`src/rtl/alu_pkg.sv`:
```
// Shared definitions for the ALU issue/writeback stage: ALU operation codes,
// RV32I major opcodes, FSM state encoding and the instruction decoder.
package alu_pkg;

  localparam logic [3:0] ALU_ADD  = 4'b0000;
  localparam logic [3:0] ALU_SUB  = 4'b0001;
  localparam logic [3:0] ALU_SLL  = 4'b0010;
  localparam logic [3:0] ALU_SLT  = 4'b0100;
  localparam logic [3:0] ALU_SLTU = 4'b0110;
  localparam logic [3:0] ALU_XOR  = 4'b1000;
  localparam logic [3:0] ALU_SRL  = 4'b1010;
  localparam logic [3:0] ALU_SRA  = 4'b1011;
  localparam logic [3:0] ALU_OR   = 4'b1100;
  localparam logic [3:0] ALU_AND  = 4'b1110;

  localparam logic [6:0] OPC_OP    = 7'b0110011;
  localparam logic [6:0] OPC_OPIMM = 7'b0010011;

  typedef enum logic [1:0] {
    ST_IDLE = 2'd0,
    ST_EXEC = 2'd1,
    ST_WB   = 2'd2
  } state_e;

  typedef struct packed {
    logic       legal;
    logic       use_imm;
    logic [3:0] opcode;
  } decode_t;

  // The ALU opcode is {funct3, b}. For OP-IMM only the right shifts carry a
  // meaningful instr[30]; everywhere else that bit is immediate data, which
  // keeps ADDI with imm[10]=1 from turning into SUB.
  function automatic decode_t decode_instr(input logic [31:0] w);
    decode_t    d;
    logic [2:0] f3;
    logic [6:0] f7;
    f3 = w[14:12];
    f7 = w[31:25];
    d  = '0;
    case (w[6:0])
      OPC_OP: begin
        d.opcode = {f3, f7[5]};
        d.legal  = (f7 == 7'b0000000) ||
                   ((f7 == 7'b0100000) && ((f3 == 3'b000) || (f3 == 3'b101)));
      end
      OPC_OPIMM: begin
        d.use_imm = 1'b1;
        d.opcode  = {f3, (f3 == 3'b101) & w[30]};
        case (f3)
          3'b001:  d.legal = (f7 == 7'b0000000);
          3'b101:  d.legal = (f7 == 7'b0000000) || (f7 == 7'b0100000);
          default: d.legal = 1'b1;
        endcase
      end
      default: d = '0;
    endcase
    return d;
  endfunction

endpackage

```
`src/rtl/regfile_2r1w.sv`:
```
// Integer register file: two combinational read ports, one synchronous write
// port, x0 hardwired to zero, all registers cleared by reset.
module regfile_2r1w #(
  parameter int XLEN  = 32,
  parameter int NREGS = 32,
  parameter int AW    = $clog2(NREGS)
) (
  input  logic            clk,
  input  logic            rst,
  input  logic [AW-1:0]   rs1_addr,
  output logic [XLEN-1:0] rs1_data,
  input  logic [AW-1:0]   rs2_addr,
  output logic [XLEN-1:0] rs2_data,
  input  logic            wr_en,
  input  logic [AW-1:0]   wr_addr,
  input  logic [XLEN-1:0] wr_data
);

  logic [XLEN-1:0] mem_q [NREGS];
  logic [XLEN-1:0] mem_d [NREGS];

  // Next-state of the array: hold, apply the single write, keep x0 at zero.
  always_comb begin
    mem_d = mem_q;
    if (wr_en && (wr_addr != '0)) begin
      mem_d[wr_addr] = wr_data;
    end
    mem_d[0] = '0;
  end

  // Register array update with synchronous clear.
  always_ff @(posedge clk) begin
    if (rst) begin
      // NOTE: the architectural state must be zero after reset, so the whole
      // array is cleared here; this forces flops rather than a RAM macro.
      for (int i = 0; i < NREGS; i++) begin
        mem_q[i] <= '0;
      end
    end else begin
      mem_q <= mem_d;
    end
  end

  // Combinational reads; x0 is decoded explicitly.
  always_comb begin
    rs1_data = (rs1_addr == '0) ? '0 : mem_q[rs1_addr];
    rs2_data = (rs2_addr == '0) ? '0 : mem_q[rs2_addr];
  end

endmodule

```
`src/rtl/alu_issue_unit.sv`:
```
// Issue and writeback stage for the single-cycle integer ALU. Accepts one
// OP / OP-IMM word in IDLE, drives the ALU for one EXEC cycle and writes the
// result back to rd in WB. Instructions are fully serialised.
module alu_issue_unit
  import alu_pkg::*;
#(
  parameter int XLEN  = 32,
  parameter int NREGS = 32
) (
  input  logic            clk,
  input  logic            rst,
  input  logic            instr_valid,
  output logic            instr_ready,
  input  logic [31:0]     instr,
  output logic            alu_en,
  output logic            alu_i,
  output logic [XLEN-1:0] alu_op0,
  output logic [XLEN-1:0] alu_op1,
  output logic [3:0]      alu_opcode,
  input  logic [XLEN-1:0] alu_result,
  output logic            wb_valid,
  output logic [4:0]      wb_rd,
  output logic [XLEN-1:0] wb_data,
  output logic            illegal
);

  state_e          state_q, state_d;
  logic [XLEN-1:0] op0_q, op0_d;
  logic [XLEN-1:0] op1_q, op1_d;
  logic [3:0]      opcode_q, opcode_d;
  logic [4:0]      rd_q, rd_d;
  logic            illegal_q, illegal_d;

  decode_t         dec;
  logic [XLEN-1:0] rs1_data;
  logic [XLEN-1:0] rs2_data;
  logic [XLEN-1:0] imm_sext;
  logic            rf_we;

  assign dec      = decode_instr(instr);
  assign imm_sext = {{(XLEN-12){instr[31]}}, instr[31:20]};
  // Write happens on the edge that leaves WB; the register file ignores x0.
  assign rf_we    = (state_q == ST_WB);

  regfile_2r1w #(
    .XLEN  (XLEN),
    .NREGS (NREGS)
  ) u_regfile (
    .clk      (clk),
    .rst      (rst),
    .rs1_addr (instr[19:15]),
    .rs1_data (rs1_data),
    .rs2_addr (instr[24:20]),
    .rs2_data (rs2_data),
    .wr_en    (rf_we),
    .wr_addr  (rd_q),
    .wr_data  (alu_result)
  );

  // Next-state and operand capture: operands are latched only on a legal
  // accept so they stay stable until the next instruction is taken.
  always_comb begin
    // NOTE: every variable gets its hold value first so no path through the
    // case below leaves one unassigned, which would infer a latch.
    state_d   = state_q;
    op0_d     = op0_q;
    op1_d     = op1_q;
    opcode_d  = opcode_q;
    rd_d      = rd_q;
    illegal_d = 1'b0;
    case (state_q)
      ST_IDLE: begin
        if (instr_valid) begin
          if (dec.legal) begin
            state_d  = ST_EXEC;
            op0_d    = rs1_data;
            op1_d    = dec.use_imm ? imm_sext : rs2_data;
            opcode_d = dec.opcode;
            rd_d     = instr[11:7];
          end else begin
            illegal_d = 1'b1;
          end
        end
      end
      ST_EXEC: state_d = ST_WB;
      ST_WB:   state_d = ST_IDLE;
      default: state_d = ST_IDLE;
    endcase
  end

  // State and datapath registers with synchronous reset.
  always_ff @(posedge clk) begin
    if (rst) begin
      // NOTE: non-blocking assignments so every flop samples pre-edge values.
      state_q   <= ST_IDLE;
      op0_q     <= '0;
      op1_q     <= '0;
      opcode_q  <= '0;
      rd_q      <= '0;
      illegal_q <= 1'b0;
    end else begin
      state_q   <= state_d;
      op0_q     <= op0_d;
      op1_q     <= op1_d;
      opcode_q  <= opcode_d;
      rd_q      <= rd_d;
      illegal_q <= illegal_d;
    end
  end

  // Outputs decoded from the registered state; writeback fields read zero
  // outside WB.
  always_comb begin
    instr_ready = (state_q == ST_IDLE);
    alu_en      = (state_q == ST_EXEC);
    alu_i       = (state_q == ST_EXEC);
    alu_op0     = op0_q;
    alu_op1     = op1_q;
    alu_opcode  = opcode_q;
    wb_valid    = (state_q == ST_WB);
    wb_rd       = (state_q == ST_WB) ? rd_q : 5'd0;
    wb_data     = (state_q == ST_WB) ? alu_result : '0;
    illegal     = illegal_q;
  end

endmodule

```
`config.mk`:
```
export PLATFORM = sky130hd
export DESIGN_NAME = alu_issue_unit
export DESIGN_NICKNAME = d
export VERILOG_FILES = /design/src/rtl/alu_pkg.sv /design/src/rtl/regfile_2r1w.sv /design/src/rtl/alu_issue_unit.sv
export SDC_FILE = /design/constraint.sdc
export NUM_CORES = 2
export LEC_CHECK = 0
export CAP_MARGIN = 20
export CORE_ASPECT_RATIO = 0.6
export CORE_MARGIN = 3
export CORE_UTILIZATION = 40
export CTS_CLUSTER_SIZE = 28
export DETAILED_ROUTE_END_ITERATION = 8
export MAX_ROUTING_LAYER = met4
export SLEW_MARGIN = 20
export SYNTH_ARGS = -nofsm -noshare
export SYNTH_HDL_FRONTEND = slang
export SYNTH_SLANG_ARGS = --single-unit
export TNS_END_PERCENT = 30
```
`constraint.sdc`:
```
create_clock -name clk -period 2.5 [get_ports clk]
set_input_delay 0.375 -clock clk [delete_from_list [all_inputs] [get_ports clk]]
set_output_delay 0.375 -clock clk [all_outputs]
set_load 0.01 [all_outputs]
```
==> impl_metrics.json <==
{
  "drv_slew": 0,
  "gp_congestion": 0.971,
  "htree_levels": 3,
  "skew_ns": 0.0310,
  "final_nets": 6113,
  "final_common_cell": "nand2_1",
  "io_pins": 177,
  "fmax_ghz": 0.408,
  "area_growth_syn_to_layout_pct": 18.5,
  "cp-startpoint": "state_q[1]",
  "grt_first_pass_wirelength_um": 325000,
  "comb_power_share": 0.074,
  "path_clk_slew_ns": 0.07,
  "layout_common_cells": "nand2_1 (2047), dfxtp_1 (1068), a21oi_1 (1022)",
  "p_sw_uw": 8910,
  "grt_max_degree": 177,
  "setup_ws_ns": 0.0482,
  "relSlewSlack": 0.280,
  "worstHoldStart": "rst",
  "fin_area_sq_um": 63100,
  "synth_edf_count": 0,
  "switching_share": 0.250,
  "crit_path_max_fanout": 26,
  "hold_violations": 0,
  "syn_area_sq_um": 53200,
  "rr_worst_depth": 7,
  "drive_above_1_share": 0.212,
  "yosys.cell_types.count": 57,
  "fill_cells": 12000,
  "vias_per_cell": 6.28,
  "rsz0062_at_grt": "true",
  "whs_path_depth": 2,
  "start_kind": "flip-flop",
  "critPathKind": "reg2out",
  "wirelength_um": 226000,
  "drc_errors": 0,
  "yosysSeqAreaShare": 0.402,
  "synth_top_area_share": 0.402,
  "core-area_sq_um": 131000,
  "p_seq_frac": 0.476,
  "clock-sinks": 1068,
  "syn_inst": 5923,
  "clockRootBuffer": "clkbuf_16",
  "placedInstanceArea_sq_um": 59700,
  "place_ws_ns": -0.262,
  "die_h_um": 289,
  "pwr_density_cell_nw_per_um2": 566,
  "clk-insertion-delay-late_ns": 0.74,
  "max_cap_viol_count": 0,
  "port-buffer-count": 176,
  "syn_nets": 5990,
  "clockBufferDepth": 3,
  "routedWlPerCell_um": 28.7,
  "synth-async-reset-ratio": 0,
  "cp.arrival_ns": 2.08,
  "yosys.area.top_type": "dfxtp_1",
  "synth-seq-cells": 1068,
  "leakagePower_uw": 0.0208,
  "ir_worst_vdd_uv": 566,
  "die_x_um": 477,
  "min_period_over_period": 0.981,
  "grt.overflow.total": 0,
  "cts_tree": "built",
  "min_period_ns": 2.45,
  "grt_pass1_vias": 45400,
  "synth-main-ff-cell": "dfxtp_1",
  "vias": 49500,
  "num_rows": 102,
  "drtPass1Iterations": 6,
  "dieArea_sq_um": 138000,
  "final_core_utilization": 0.483,
  "end_kind": "primary output",
  "yosys_warnings": 0,
  "ant_nets": 0,
  "setup_tns_ns": 0,
  "drt_iter0_drc": 8171,
  "hp-class": "in2reg",
  "antenna_found_initial": 3,
  "tightest_slew_ns": 1.08,
  "timing.rr.start": "state_q[1]",
  "setup_viol": 0,
  "internal_power_uw": 26800,
  "start_util": 0.408,
  "status": "finished clean",
  "synthTopCellsByArea": "dfxtp_1 (40%), mux4_2 (22%), nand2_1 (15%), a21oi_1 (9.6%), clkbuf_1 (3.3%)",
  "track_usage": 0.329,
  "worstPathRequired_ns": 2.12,
  "cts-buffers-inserted": 98,
  "pwr-share-clk": 0.449,
  "synth.avg_cell_area_sq_um": 8.99,
  "dp_hpwl_um": 147000
}
registers in the layout (all words and copies together), names as in the netlist:
register / cells
u_regfile.mem_q: 992
alu_op0: 32
alu_op1: 32
rd_q: 5
alu_opcode: 4
state_q: 2
illegal: 1
cell families (layout without fill, tap and decap cells):
kind of cell	count (synthesis)	after routing	synth area share
flops	1068	1068	0.402
other cells	0	3	0
compound gates	1256	1256	0.132
simple gates	2353	2353	0.175
buf+inv	612	809	0.0491
mux	634	634	0.242
worst max-delay path: stages, from the launching register on:
cell and delay, ns:
dfxtp_1 0.37, nor2b_4 0.20, buf_12 0.15, buf_12 0.15
and2_1 0.15, dlygate4sd2_1 0.32
power by group through the flow:
stage / Clock, uW / Combinational, uW / Sequential, uW
floorplan: 0 / 1410 / 17400
global placement: 0 / 2580 / 17400
detailed placement: 0 / 2590 / 17400
CTS: 16200 / 2600 / 17000
finish: 16100 / 2660 / 17000
global route: 16800 / 2740 / 17000
layout make-up:
| type | count | area, sq um | share of cell area |
|---|---|---|---|
| antenna | 3 | 7.51 | 0.000119 |
| clock buffer | 143 | 2930 | 0.0465 |
| clock inverter | 31 | 389 | 0.00617 |
| inverter | 8 | 30.0 | 0.000476 |
| multi-input combinational | 4243 | 29600 | 0.469 |
| sequential | 1068 | 21400 | 0.339 |
| tap | 1768 | 2210 | 0.0351 |
| timing repair buffer | 627 | 6540 | 0.104 |
metrics by stage:
| step | hold slack, ns | cells | total power, uW |
|---|---|---|---|
| after floorplan | 0.442 | 5923 | 18800 |
| after global placement | 0.441 | 7712 | 20000 |
| after detailed placement | 0.456 | 7712 | 20000 |
| after CTS | 0.0293 | 7888 | 35800 |
| after global routing | 0.0625 | 7889 | 36500 |
| final | 0.0810 | 7891 | 35700 |
layer usage:
| metal | vias up | GRT usage | routed length, um |
|---|---|---|---|
| met4 | 0 | 0.127 | 9910 |
| li1 | 21000 | - | - |
| met2 | 3752 | 0.440 | 91000 |
| met3 | 532 | 0.0986 | 33200 |
| met5 | - | - | 0 |
| met1 | 24300 | 0.462 | 92000 |
cell usage after synthesis (20+ instances only):
library cell and n:
a211oi_1 21, a21oi_1 1024, a221o_1 31, a221oi_1 20
a22o_1 44, and2_1 51, buf_2 78, buf_4 28
clkbuf_1 473, dfxtp_1 1068, mux2_2 76, mux2i_1 43
mux4_2 515, nand2_1 2063, nand3_1 36, nor2_1 76
nor2b_1 44, nor3_1 31
final timing paths:
path | slack [ns] | to
worst max register to register | 0.09 | u_regfile.mem_q[923]
worst max-delay path | 0.05 | wb_data[14]
worst min-delay path | 0.08 | u_regfile.mem_q[485]
worst min register to register | 0.46 | alu_opcode[3]
repair_timing:
action / CTS / global route
cloned: 0 / 0
setup buffers: 2 / 0
pin swaps: 0 / 0
endpoints found under the setup margin: 38 / 7
hold buffers: 0 / 0
gates resized for setup: 41 / 7
No activity file was read; power rests on OpenSTA's default activity.
